File: src/rtl/hdc_input_pkg.sv
// Shared types and CSR_INPUT field layout for the HDC input path.
// Used by the input sequencer and its token FIFO.
package hdc_input_pkg;

  localparam int TOK_VALUE_W = 6;
  localparam int TOK_SHIFT_W = 6;

  // CSR_INPUT bit positions
  localparam int CSR_INPUT_W         = 14;
  localparam int CSR_IN_VALID_BIT    = 0;
  localparam int CSR_IN_VALUE_LSB    = 1;
  localparam int CSR_IN_SHIFT_LSB    = 7;
  localparam int CSR_IN_DONE_BIT     = 13;

  typedef enum logic [1:0] {
    IDLE  = 2'd0,
    RUN   = 2'd1,
    DRAIN = 2'd2
  } seq_state_e;

  typedef struct packed {
    logic [TOK_VALUE_W-1:0] value;
    logic [TOK_SHIFT_W-1:0] shift;
    logic                   last;
    logic                   bubble;
  } sample_tok_t;

  function automatic sample_tok_t make_tok(
    input logic [TOK_VALUE_W-1:0] value,
    input logic [TOK_SHIFT_W-1:0] shift,
    input logic                   last,
    input logic                   bubble
  );
    sample_tok_t t;
    t.value  = value;
    t.shift  = shift;
    t.last   = last;
    t.bubble = bubble;
    return t;
  endfunction

  // Builds a token straight from a raw CSR_INPUT word.
  function automatic sample_tok_t decode_csr_input(input logic [CSR_INPUT_W-1:0] w);
    return make_tok(w[CSR_IN_VALUE_LSB +: TOK_VALUE_W],
                    w[CSR_IN_SHIFT_LSB +: TOK_SHIFT_W],
                    w[CSR_IN_DONE_BIT],
                    !w[CSR_IN_VALID_BIT]);
  endfunction

endpackage

File: src/rtl/hdc_sync_fifo.sv
// Single-clock FIFO with an explicit occupancy count; head is read
// combinationally from storage, no empty-bypass.
module hdc_sync_fifo
  import hdc_input_pkg::*;
#(
  parameter  int  DEPTH = 4,
  parameter  type T     = sample_tok_t,
  localparam int  PTR_W = $clog2(DEPTH),
  localparam int  CNT_W = $clog2(DEPTH + 1)
) (
  input  logic             clk_i,
  input  logic             rst_i,
  input  logic             clr_i,
  input  logic             push_i,
  input  T                 data_i,
  input  logic             pop_i,
  output T                 data_o,
  output logic [CNT_W-1:0] count_o
);

  T                 mem_q [DEPTH];
  logic [PTR_W-1:0] wr_ptr_q;
  logic [PTR_W-1:0] rd_ptr_q;
  logic [CNT_W-1:0] count_q;
  logic [CNT_W-1:0] count_d;
  logic             push_ok_s;
  logic             pop_ok_s;

  always_comb begin
    push_ok_s = push_i && (count_q != CNT_W'(DEPTH));
    pop_ok_s  = pop_i && (count_q != '0);
    count_d   = count_q;
    if (push_ok_s && !pop_ok_s) begin
      count_d = count_q + CNT_W'(1);
    end else if (pop_ok_s && !push_ok_s) begin
      count_d = count_q - CNT_W'(1);
    end else begin
      count_d = count_q;
    end
  end

  always_ff @(posedge clk_i or posedge rst_i) begin
    if (rst_i) begin
      wr_ptr_q <= '0;
      rd_ptr_q <= '0;
      count_q  <= '0;
      for (int i = 0; i < DEPTH; i++) begin
        mem_q[i] <= '0;
      end
    end else if (clr_i) begin
      wr_ptr_q <= '0;
      rd_ptr_q <= '0;
      count_q  <= '0;
    end else begin
      if (push_ok_s) begin
        mem_q[wr_ptr_q] <= data_i;
        wr_ptr_q        <= wr_ptr_q + PTR_W'(1);
      end
      if (pop_ok_s) begin
        rd_ptr_q <= rd_ptr_q + PTR_W'(1);
      end
      count_q <= count_d;
    end
  end

  assign data_o  = mem_q[rd_ptr_q];
  assign count_o = count_q;

endmodule

File: src/rtl/csr_input_sequencer.sv
// Converts CSR_INPUT write strobes into sample tokens, buffers them and
// streams them to the encoder; reports in_ready/running back to CSR_STATUS.
module csr_input_sequencer
  import hdc_input_pkg::*;
#(
  parameter  int DEPTH   = 4,
  parameter  int VALUE_W = TOK_VALUE_W,
  parameter  int SHIFT_W = TOK_SHIFT_W,
  localparam int LVL_W   = $clog2(DEPTH + 1)
) (
  input  logic               clk_i,
  input  logic               rst_i,
  input  logic               start_i,
  input  logic               soft_clr_i,
  input  logic               wr_strobe_i,
  input  logic               in_valid_i,
  input  logic [VALUE_W-1:0] in_value_i,
  input  logic [SHIFT_W-1:0] shift_amount_i,
  input  logic               input_done_i,
  output logic               in_ready_o,
  output logic               running_o,
  output logic               s_valid_o,
  input  logic               s_ready_i,
  output logic [VALUE_W-1:0] s_value_o,
  output logic [SHIFT_W-1:0] s_shift_o,
  output logic               s_last_o,
  output logic               s_bubble_o,
  output logic               overflow_o,
  output logic [LVL_W-1:0]   level_o
);

  seq_state_e       state_q;
  logic             overflow_q;
  logic [LVL_W-1:0] level_s;
  sample_tok_t      push_tok_s;
  sample_tok_t      head_tok_s;
  logic             has_data_s;
  logic             in_ready_s;
  logic             push_s;
  logic             drop_s;
  logic             pop_s;

  always_comb begin
    has_data_s = in_valid_i || input_done_i;
    in_ready_s = (state_q == RUN) && (level_s < LVL_W'(DEPTH));
    push_s     = wr_strobe_i && in_ready_s && has_data_s && !soft_clr_i;
    drop_s     = wr_strobe_i && has_data_s && !in_ready_s;
    pop_s      = (level_s != '0) && s_ready_i;
    push_tok_s = make_tok(in_value_i, shift_amount_i, input_done_i, !in_valid_i);
  end

  hdc_sync_fifo #(
    .DEPTH (DEPTH),
    .T     (sample_tok_t)
  ) u_fifo (
    .clk_i   (clk_i),
    .rst_i   (rst_i),
    .clr_i   (soft_clr_i),
    .push_i  (push_s),
    .data_i  (push_tok_s),
    .pop_i   (pop_s),
    .data_o  (head_tok_s),
    .count_o (level_s)
  );

  // A dropped write outranks a same-cycle start so the loss is never hidden.
  always_ff @(posedge clk_i or posedge rst_i) begin
    if (rst_i) begin
      state_q    <= IDLE;
      overflow_q <= 1'b0;
    end else if (soft_clr_i) begin
      state_q    <= IDLE;
      overflow_q <= 1'b0;
    end else begin
      case (state_q)
        IDLE:    if (start_i) state_q <= RUN;
        RUN:     if (push_s && input_done_i) state_q <= DRAIN;
        DRAIN:   if (pop_s && head_tok_s.last) state_q <= IDLE;
        default: state_q <= IDLE;
      endcase
      if (drop_s) begin
        overflow_q <= 1'b1;
      end else if (start_i && (state_q == IDLE)) begin
        overflow_q <= 1'b0;
      end
    end
  end

  assign in_ready_o = in_ready_s;
  assign running_o  = (state_q != IDLE);
  assign s_valid_o  = (level_s != '0);
  assign s_value_o  = head_tok_s.value;
  assign s_shift_o  = head_tok_s.shift;
  assign s_last_o   = head_tok_s.last;
  assign s_bubble_o = head_tok_s.bubble;
  assign overflow_o = overflow_q;
  assign level_o    = level_s;

endmodule

File: config.mk
export PLATFORM = sky130hd
export DESIGN_NAME = csr_input_sequencer
export DESIGN_NICKNAME = d
export VERILOG_FILES = /design/src/rtl/hdc_input_pkg.sv /design/src/rtl/hdc_sync_fifo.sv /design/src/rtl/csr_input_sequencer.sv
export SDC_FILE = /design/constraint.sdc
export NUM_CORES = 1
export LEC_CHECK = 0
export ABC_AREA = 1
export BUFFER_PORTS_ARGS = -buffer_cell sky130_fd_sc_hd__buf_2
export CAP_MARGIN = 20
export CORE_MARGIN = 8
export CORE_UTILIZATION = 45
export DETAILED_ROUTE_END_ITERATION = 6
export PLACE_DENSITY = 0.73
export SLEW_MARGIN = 25
export SYNTH_ARGS = -nofsm -noshare
export SYNTH_HDL_FRONTEND = slang
export SYNTH_SLANG_ARGS = --single-unit
export TNS_END_PERCENT = 50
File: constraint.sdc
create_clock -name clk_i -period 2.08 [get_ports clk_i]
set_clock_uncertainty 0.15 [all_clocks]
set_input_delay 0.104 -clock clk_i [delete_from_list [all_inputs] [get_ports clk_i]]
set_output_delay 0.104 -clock clk_i [all_outputs]
set_load 0.02 [all_outputs]
==> results.ini, run 1 <==
[run_status]
status=complete, no violations

[clock_network]
cts_tree=built
clk_pin_slew_ns=0.07
cts-root-buf=clkbuf_8
post-cts-setup-buffers=0
clock_latency_ns=0.34
cts_buffer_depth=2
clock-sinks=66
htreeDepth=3
cts_inserted_buffers=9

[final_layout]
n_fill_cell=634
nets=435
drive_gt1_share_pct=21.9
syn_to_final_growth_pct=18.4
diodes=0

[grt]
grt_pass1_vias=2466
antenna_found_initial=0
grt_pass1_wl_um=11700
grt_max_degree=67
grt_usage_pct=14.6
grt-ovfl-total=0

[synth]
netlist_instances=353
syn_avg_cell_area_um2=8.88
yosysUniqueCellTypes=24
yosysTopAreaCell=dfrtp_1
yosysWarnings=0
seq_area_frac_synth_pct=52.7
ys_ff_latch=66
synth_edf_count=0
syn_area_mm2=0.00314
synth_area_leaders=dfrtp_1, nand2_1, o21ai_1, o21ai_0, o21ai_2
yosysTopAreaCellShare_pct=52.7
synth_nets=378
synth-async-reset-ratio_pct=100
synth_ff_type=dfrtp_1

[critical_path]
cp.depth=5
timing.rr.end=u_fifo.count_o[2]
crit_chain=clkinvlp_4, buf_4, o21ai_0, o22ai_1, buf_2
reg2regPathDepth=10
crit_buf_inv=3
crit_slowest_cell=dfrtp_1
arrival_ns=1.64
startpoint_type=flip-flop
critPathKind=reg2out
critical_path_required_ns=1.83
crit_path_end_kind=primary output
crit_fanout=13
slowest_delay_ns=0.39
r2r-start=u_fifo.count_o[2]
cp_top_family=buffers and inverters
r2r_slack_ns=0.21

[placed_design]
place.gp.congestion=0.772
hpwl_um=4180
io_buffers=40

[worst_hold_path]
hold_path_class=in2reg
hold-path-endpoint=u_fifo.rd_ptr_q[0]
min-delay-start=s_ready_i
worstHoldPathCells=3

[power_and_ir_drop]
max-vdd-ir-drop_uv=510
power.density_mw_per_mm2=1170
leakage_nw=1.89

[drt]
vias_per_cell=5.12
vias=2532
ant_nets=0
drtPass1Iterations=4
wl_per_cell_um=13.7
finalWirelength_um=6800
route.detailed.drc=0
drtIter0Drc=174

[floorplanning]
die_w_um=99.5
die_h_um=99.5
start_util_pct=46.4
die-area_mm2=0.00990
num_io_pins=41
core_mm2=0.00676
row_count=30

[sta]
maxSlewViolCount=0
period_needed_ns=1.90
holdWs_ns=0.00954
slew_headroom_pct=76.7
hold_viol_final=0
fmax_ghz=0.527
period_share_pct=91.2
fin_setup_tns_ns=0
setup_viol=0
rsz0062_at_grt=false
worst_pin_slew_ns=0.350

[flow_run]
max_cap_viol_count=0

[power by group]
group	internal [mW]	switching, mW	leakage, nW
Sequential	1.59	0.164	0.885
Clock	0.459	0.484	0.0851
Combinational	0.597	1.04	0.920
[worst max path at each step]
stage                       startpoint                 to
floorplan                        rst_i  u_fifo.count_o[2]
global route        u_fifo.rd_ptr_q[0]       s_shift_o[5]
CTS                 u_fifo.rd_ptr_q[0]       s_shift_o[5]
finish              u_fifo.rd_ptr_q[0]       s_shift_o[0]
global placement     u_fifo.count_o[2]  u_fifo.count_o[2]
detailed placement   u_fifo.count_o[2]  u_fifo.count_o[2]
[sequential cells by signal, summed over array words and instances (netlist names)]
register,count
u_fifo.count_o,3
overflow_o,1
state_q,2
u_fifo.wr_ptr_q,2
u_fifo.rd_ptr_q,2
u_fifo.mem_q,56
[placed cells by master, fill, tap and decap left out, types with 5 or more instances in the layout]
master / synthesis / routed
dlygate4sd3_1: 0 / 17
a21oi_1: 5 / 5
nor2_1: 30 / 30
o21ai_0: 36 / 35
o21ai_2: 18 / 18
dfrtp_1: 66 / 65
o21ai_1: 38 / 39
o22ai_1: 14 / 14
buf_2: 2 / 40
inv_1: 31 / 28
clkbuf_8: 0 / 10
nand2_1: 75 / 75
nand3_1: 6 / 6
[synthesized netlist by cell type (2+ instances only)]
| master | number |
|---|---|
| nand3_1 | 6 |
| inv_1 | 31 |
| nand2_4 | 4 |
| ha_1 | 4 |
| o21ai_0 | 36 |
| o21ai_2 | 18 |
| nor2_1 | 30 |
| nor3_2 | 2 |
| o21ai_1 | 38 |
| o22ai_1 | 14 |
| nand2_1 | 75 |
| buf_2 | 2 |
| clkbuf_1 | 6 |
| dfrtp_1 | 66 |
| buf_6 | 8 |
| a21oi_1 | 5 |
[area by class of cell]
cell class	count	area [um2]	share of cell area [%]
Multi-Input combinational cell	238	1230	33.2
Tap cell	80	100	2.70
Clock inverter	5	30.0	0.809
Sequential cell	66	1650	44.5
Inverter	33	136	3.67
Clock buffer	11	141	3.81
Timing Repair Buffer	62	420	11.3
[tightest hold or removal path: stages]
cell and delay [ns]:
buf_2 0.10, nand2_1 0.15, a21oi_1 0.11
[kinds of logic after synthesis]
logic type | Yosys count | share of synthesized area, %
buffers and inverters | 49 | 8.02
and+or+nand+nor | 120 | 16.2
DFF | 66 | 52.7
adders and majority gates | 5 | 2.23
AOI/OAI and AO/OA | 113 | 20.9
[per-layer routing]
metal	up-vias	global-route usage [%]	wire, um	part of all wire, %
met5	-	0	0	0
met4	0	5.94	91	1.3
met3	8	3.70	275	4.0
met2	46	24.0	3310	49
met1	1196	17.8	3130	46
li1	1282	-	-	-
[through the flow]
step / instances / power [mW] / cell area, um2 / utilization (%) / worst slack (ns)
3_5_place_dp: 462 / 3.39 / 3360 / 49.8 / 0.225
4_1_cts: 495 / 4.37 / 3710 / 54.9 / 0.0624
5_1_grt: 495 / 4.66 / 3710 / 55.0 / 0.0310
3_3_place_gp: 462 / 3.35 / 3360 / 49.8 / 0.281
2_1_floorplan: 353 / 2.90 / 3140 / - / 0.0246
6_report: 495 / 4.33 / 3710 / 55.0 / 0.183
[repair_timing]
action,CTS,global route
setup endpoints to repair,0,6
hold endpoints to repair,124,0
gates resized for setup,0,3
hold buffers,17,0
Note: power is estimated with default switching activity, not from simulation.
==> run 2, diff against run 1 <==
--- a/config.mk
+++ b/config.mk
@@ -6,7 +6,7 @@
 export NUM_CORES = 1
 export LEC_CHECK = 0
 export ABC_AREA = 1
-export BUFFER_PORTS_ARGS = -buffer_cell sky130_fd_sc_hd__buf_2
+export BUFFER_PORTS_ARGS = -buffer_cell sky130_fd_sc_hd__clkbuf_2
 export CAP_MARGIN = 20
 export CORE_MARGIN = 8
 export CORE_UTILIZATION = 45
==> results.ini, run 2 (synthesized netlist as in run 1, its figures left out) <==
[critical_path]
crit_path_end_kind=primary output  ; unchanged
critPathKind=reg2out  ; unchanged
crit_fanout=29  ; was 13
critical_path_required_ns=1.83  ; about the same
arrival_ns=1.73  ; was 1.64 ns
startpoint_type=flip-flop  ; unchanged

[clock_network]
cts-root-buf=clkbuf_8  ; unchanged
cts_buffer_depth=2  ; unchanged
clk_pin_slew_ns=0.07  ; about the same
clock-sinks=66  ; unchanged
clock_latency_ns=0.34  ; about the same
cts_inserted_buffers=9  ; unchanged
cts_tree=built  ; unchanged
post-cts-setup-buffers=0  ; unchanged
htreeDepth=3  ; unchanged

[drt]
vias_per_cell=5.13  ; was 5.12
wl_per_cell_um=14.6  ; was 13.7 um
ant_nets=0  ; unchanged
drtPass1Iterations=4  ; unchanged
vias=2549  ; was 2532
finalWirelength_um=7240  ; was 6800 um
drtIter0Drc=145  ; was 174
route.detailed.drc=0  ; unchanged

[placed_design]
dpl.cell_count=463  ; was 462
place.gp.congestion=0.802  ; was 0.772
io_buffers=40  ; unchanged
hpwl_um=4500  ; was 4180 um

[final_layout]
nets=437  ; was 435
final_cells=497  ; was 495
drive_gt1_share_pct=22.3  ; was 21.9%
final_common_cell=nand2_1  ; unchanged
syn_to_final_growth_pct=20.8  ; was 18.4%
diodes=0  ; unchanged
final_cell_mix=nand2_1, dfrtp_1, clkbuf_2  ; was nand2_1, dfrtp_1, buf_2
top_register=u_fifo.mem_q  ; unchanged
finish.utilization_pct=56.0  ; was 55.0%
largest_reg_flops=56  ; unchanged

[floorplanning]
start_util_pct=46.4  ; unchanged
die_w_um=99.5  ; unchanged
die-area_mm2=0.00990  ; unchanged
num_io_pins=41  ; unchanged
die_h_um=99.5  ; unchanged
row_count=30  ; unchanged
core_mm2=0.00676  ; unchanged

[grt]
antenna_found_initial=0  ; unchanged
grt_max_degree=43  ; was 67
grt_pass1_wl_um=12000  ; was 11700 um
grt-ovfl-total=0  ; unchanged
grt_pass1_vias=2446  ; was 2466
grt_usage_pct=15.3  ; was 14.6%

[sta]
setup_viol=0  ; unchanged
fmax_ghz=0.505  ; was 0.527 GHz
period_share_pct=95.2  ; was 91.2%
holdWs_ns=0.0593  ; was 0.00954 ns
worst_pin_slew_ns=0.350  ; about the same
slew_headroom_pct=76.4  ; was 76.7%
hold_viol_final=0  ; unchanged
fin_setup_tns_ns=0  ; unchanged
period_needed_ns=1.98  ; was 1.90 ns
rsz0062_at_grt=false  ; unchanged
maxSlewViolCount=0  ; unchanged

[power_and_ir_drop]
leakage_nw=1.92  ; was 1.89 nW
total_power_mw=4.64  ; was 4.33 mW
max-vdd-ir-drop_uv=440  ; was 510 uV
power.density_mw_per_mm2=1220  ; was 1170 mW/mm2

[worst_hold_path]
hold_path_class=in2reg  ; unchanged

[run_status]
status=complete, no violations  ; unchanged

[flow_run]
max_cap_viol_count=0  ; unchanged

==> run 2: cell types whose count changed in the layout (fill, tap and decap cells not counted) <==
cell,previous run,this run
inv_6,1,2
clkinv_2,3,1
o21ai_0,35,36
bufinv_16,0,2
buf_4,4,5
clkbuf_1,1,0
dlygate4sd3_1,17,18
buf_2,40,0
o21ai_1,39,38
clkbuf_2,0,40
==> run 2: power by group <==
| group | total [mW] | internal, mW | switching (mW) |
|---|---|---|---|
| logic | 1.65 | 0.593 | 1.06 |
| registers | 1.77 | 1.59 | 0.175 |
| clock network | 1.22 | 0.709 | 0.507 |
| total | 4.64 | 2.89 | 1.74 |
==> run 2: area by class of cell <==
class | instances | area (um2)
clock buffers | 10 | 138
multi-input cells | 238 | 1230
flip-flops and latches | 66 | 1650
fillers | 616 | 2970
clock inverters | 6 | 88.8
well taps | 80 | 100
repair buffers | 64 | 438
inverters | 33 | 136
==> run 2: timing repair <==
item | CTS | global route
endpoints found under the setup margin | 0 | 4
resized for setup | 0 | 2
hold buffers | 18 | 0
hold endpoints to repair | 125 | 0
==> run 2: path summary, 6_finish.rpt <==
kind / slack [ns] / endpoint / start / cells past startpoint
max: 0.1 / s_last_o / u_fifo.rd_ptr_q[0] / 4
min: 0.06 / state_q[0] / start_i / 5
max reg2reg: 0.14 / u_fifo.count_o[2] / u_fifo.count_o[2] / 10
min reg2reg: 0.33 / u_fifo.mem_q[15] / u_fifo.mem_q[15] / 2
max in group asynchronous: 1.30 / u_fifo.mem_q[13] / rst_i / 4
min in group asynchronous: 0.19 / u_fifo.count_o[2] / rst_i / 4
==> run 2: worst max-delay path, stage by stage (launching register included) <==
cell and delay, ns:
dfrtp_1 0.39, buf_4 0.33, o21ai_0 0.11, o21ai_0 0.31, clkbuf_2 0.25
==> run 2: metal layers <==
| layer | wire length (um) | GRT usage [%] | vias up |
|---|---|---|---|
| met5 | 0 | 0 | - |
| met4 | 124 | 8.03 | 0 |
| met2 | 3580 | 25.4 | 56 |
| met1 | 3240 | 18.6 | 1198 |
| met3 | 299 | 2.72 | 9 |
| li1 | - | - | 1286 |
==> run 2: per-stage QoR <==
step | setup WS (ns) | instance area (um2)
floorplan | 0.0246 | 3140
global placement | 0.281 | 3370
detailed placement | 0.164 | 3370
CTS | 0.0745 | 3780
global route | 0.00169 | 3790
finish | 0.0998 | 3790
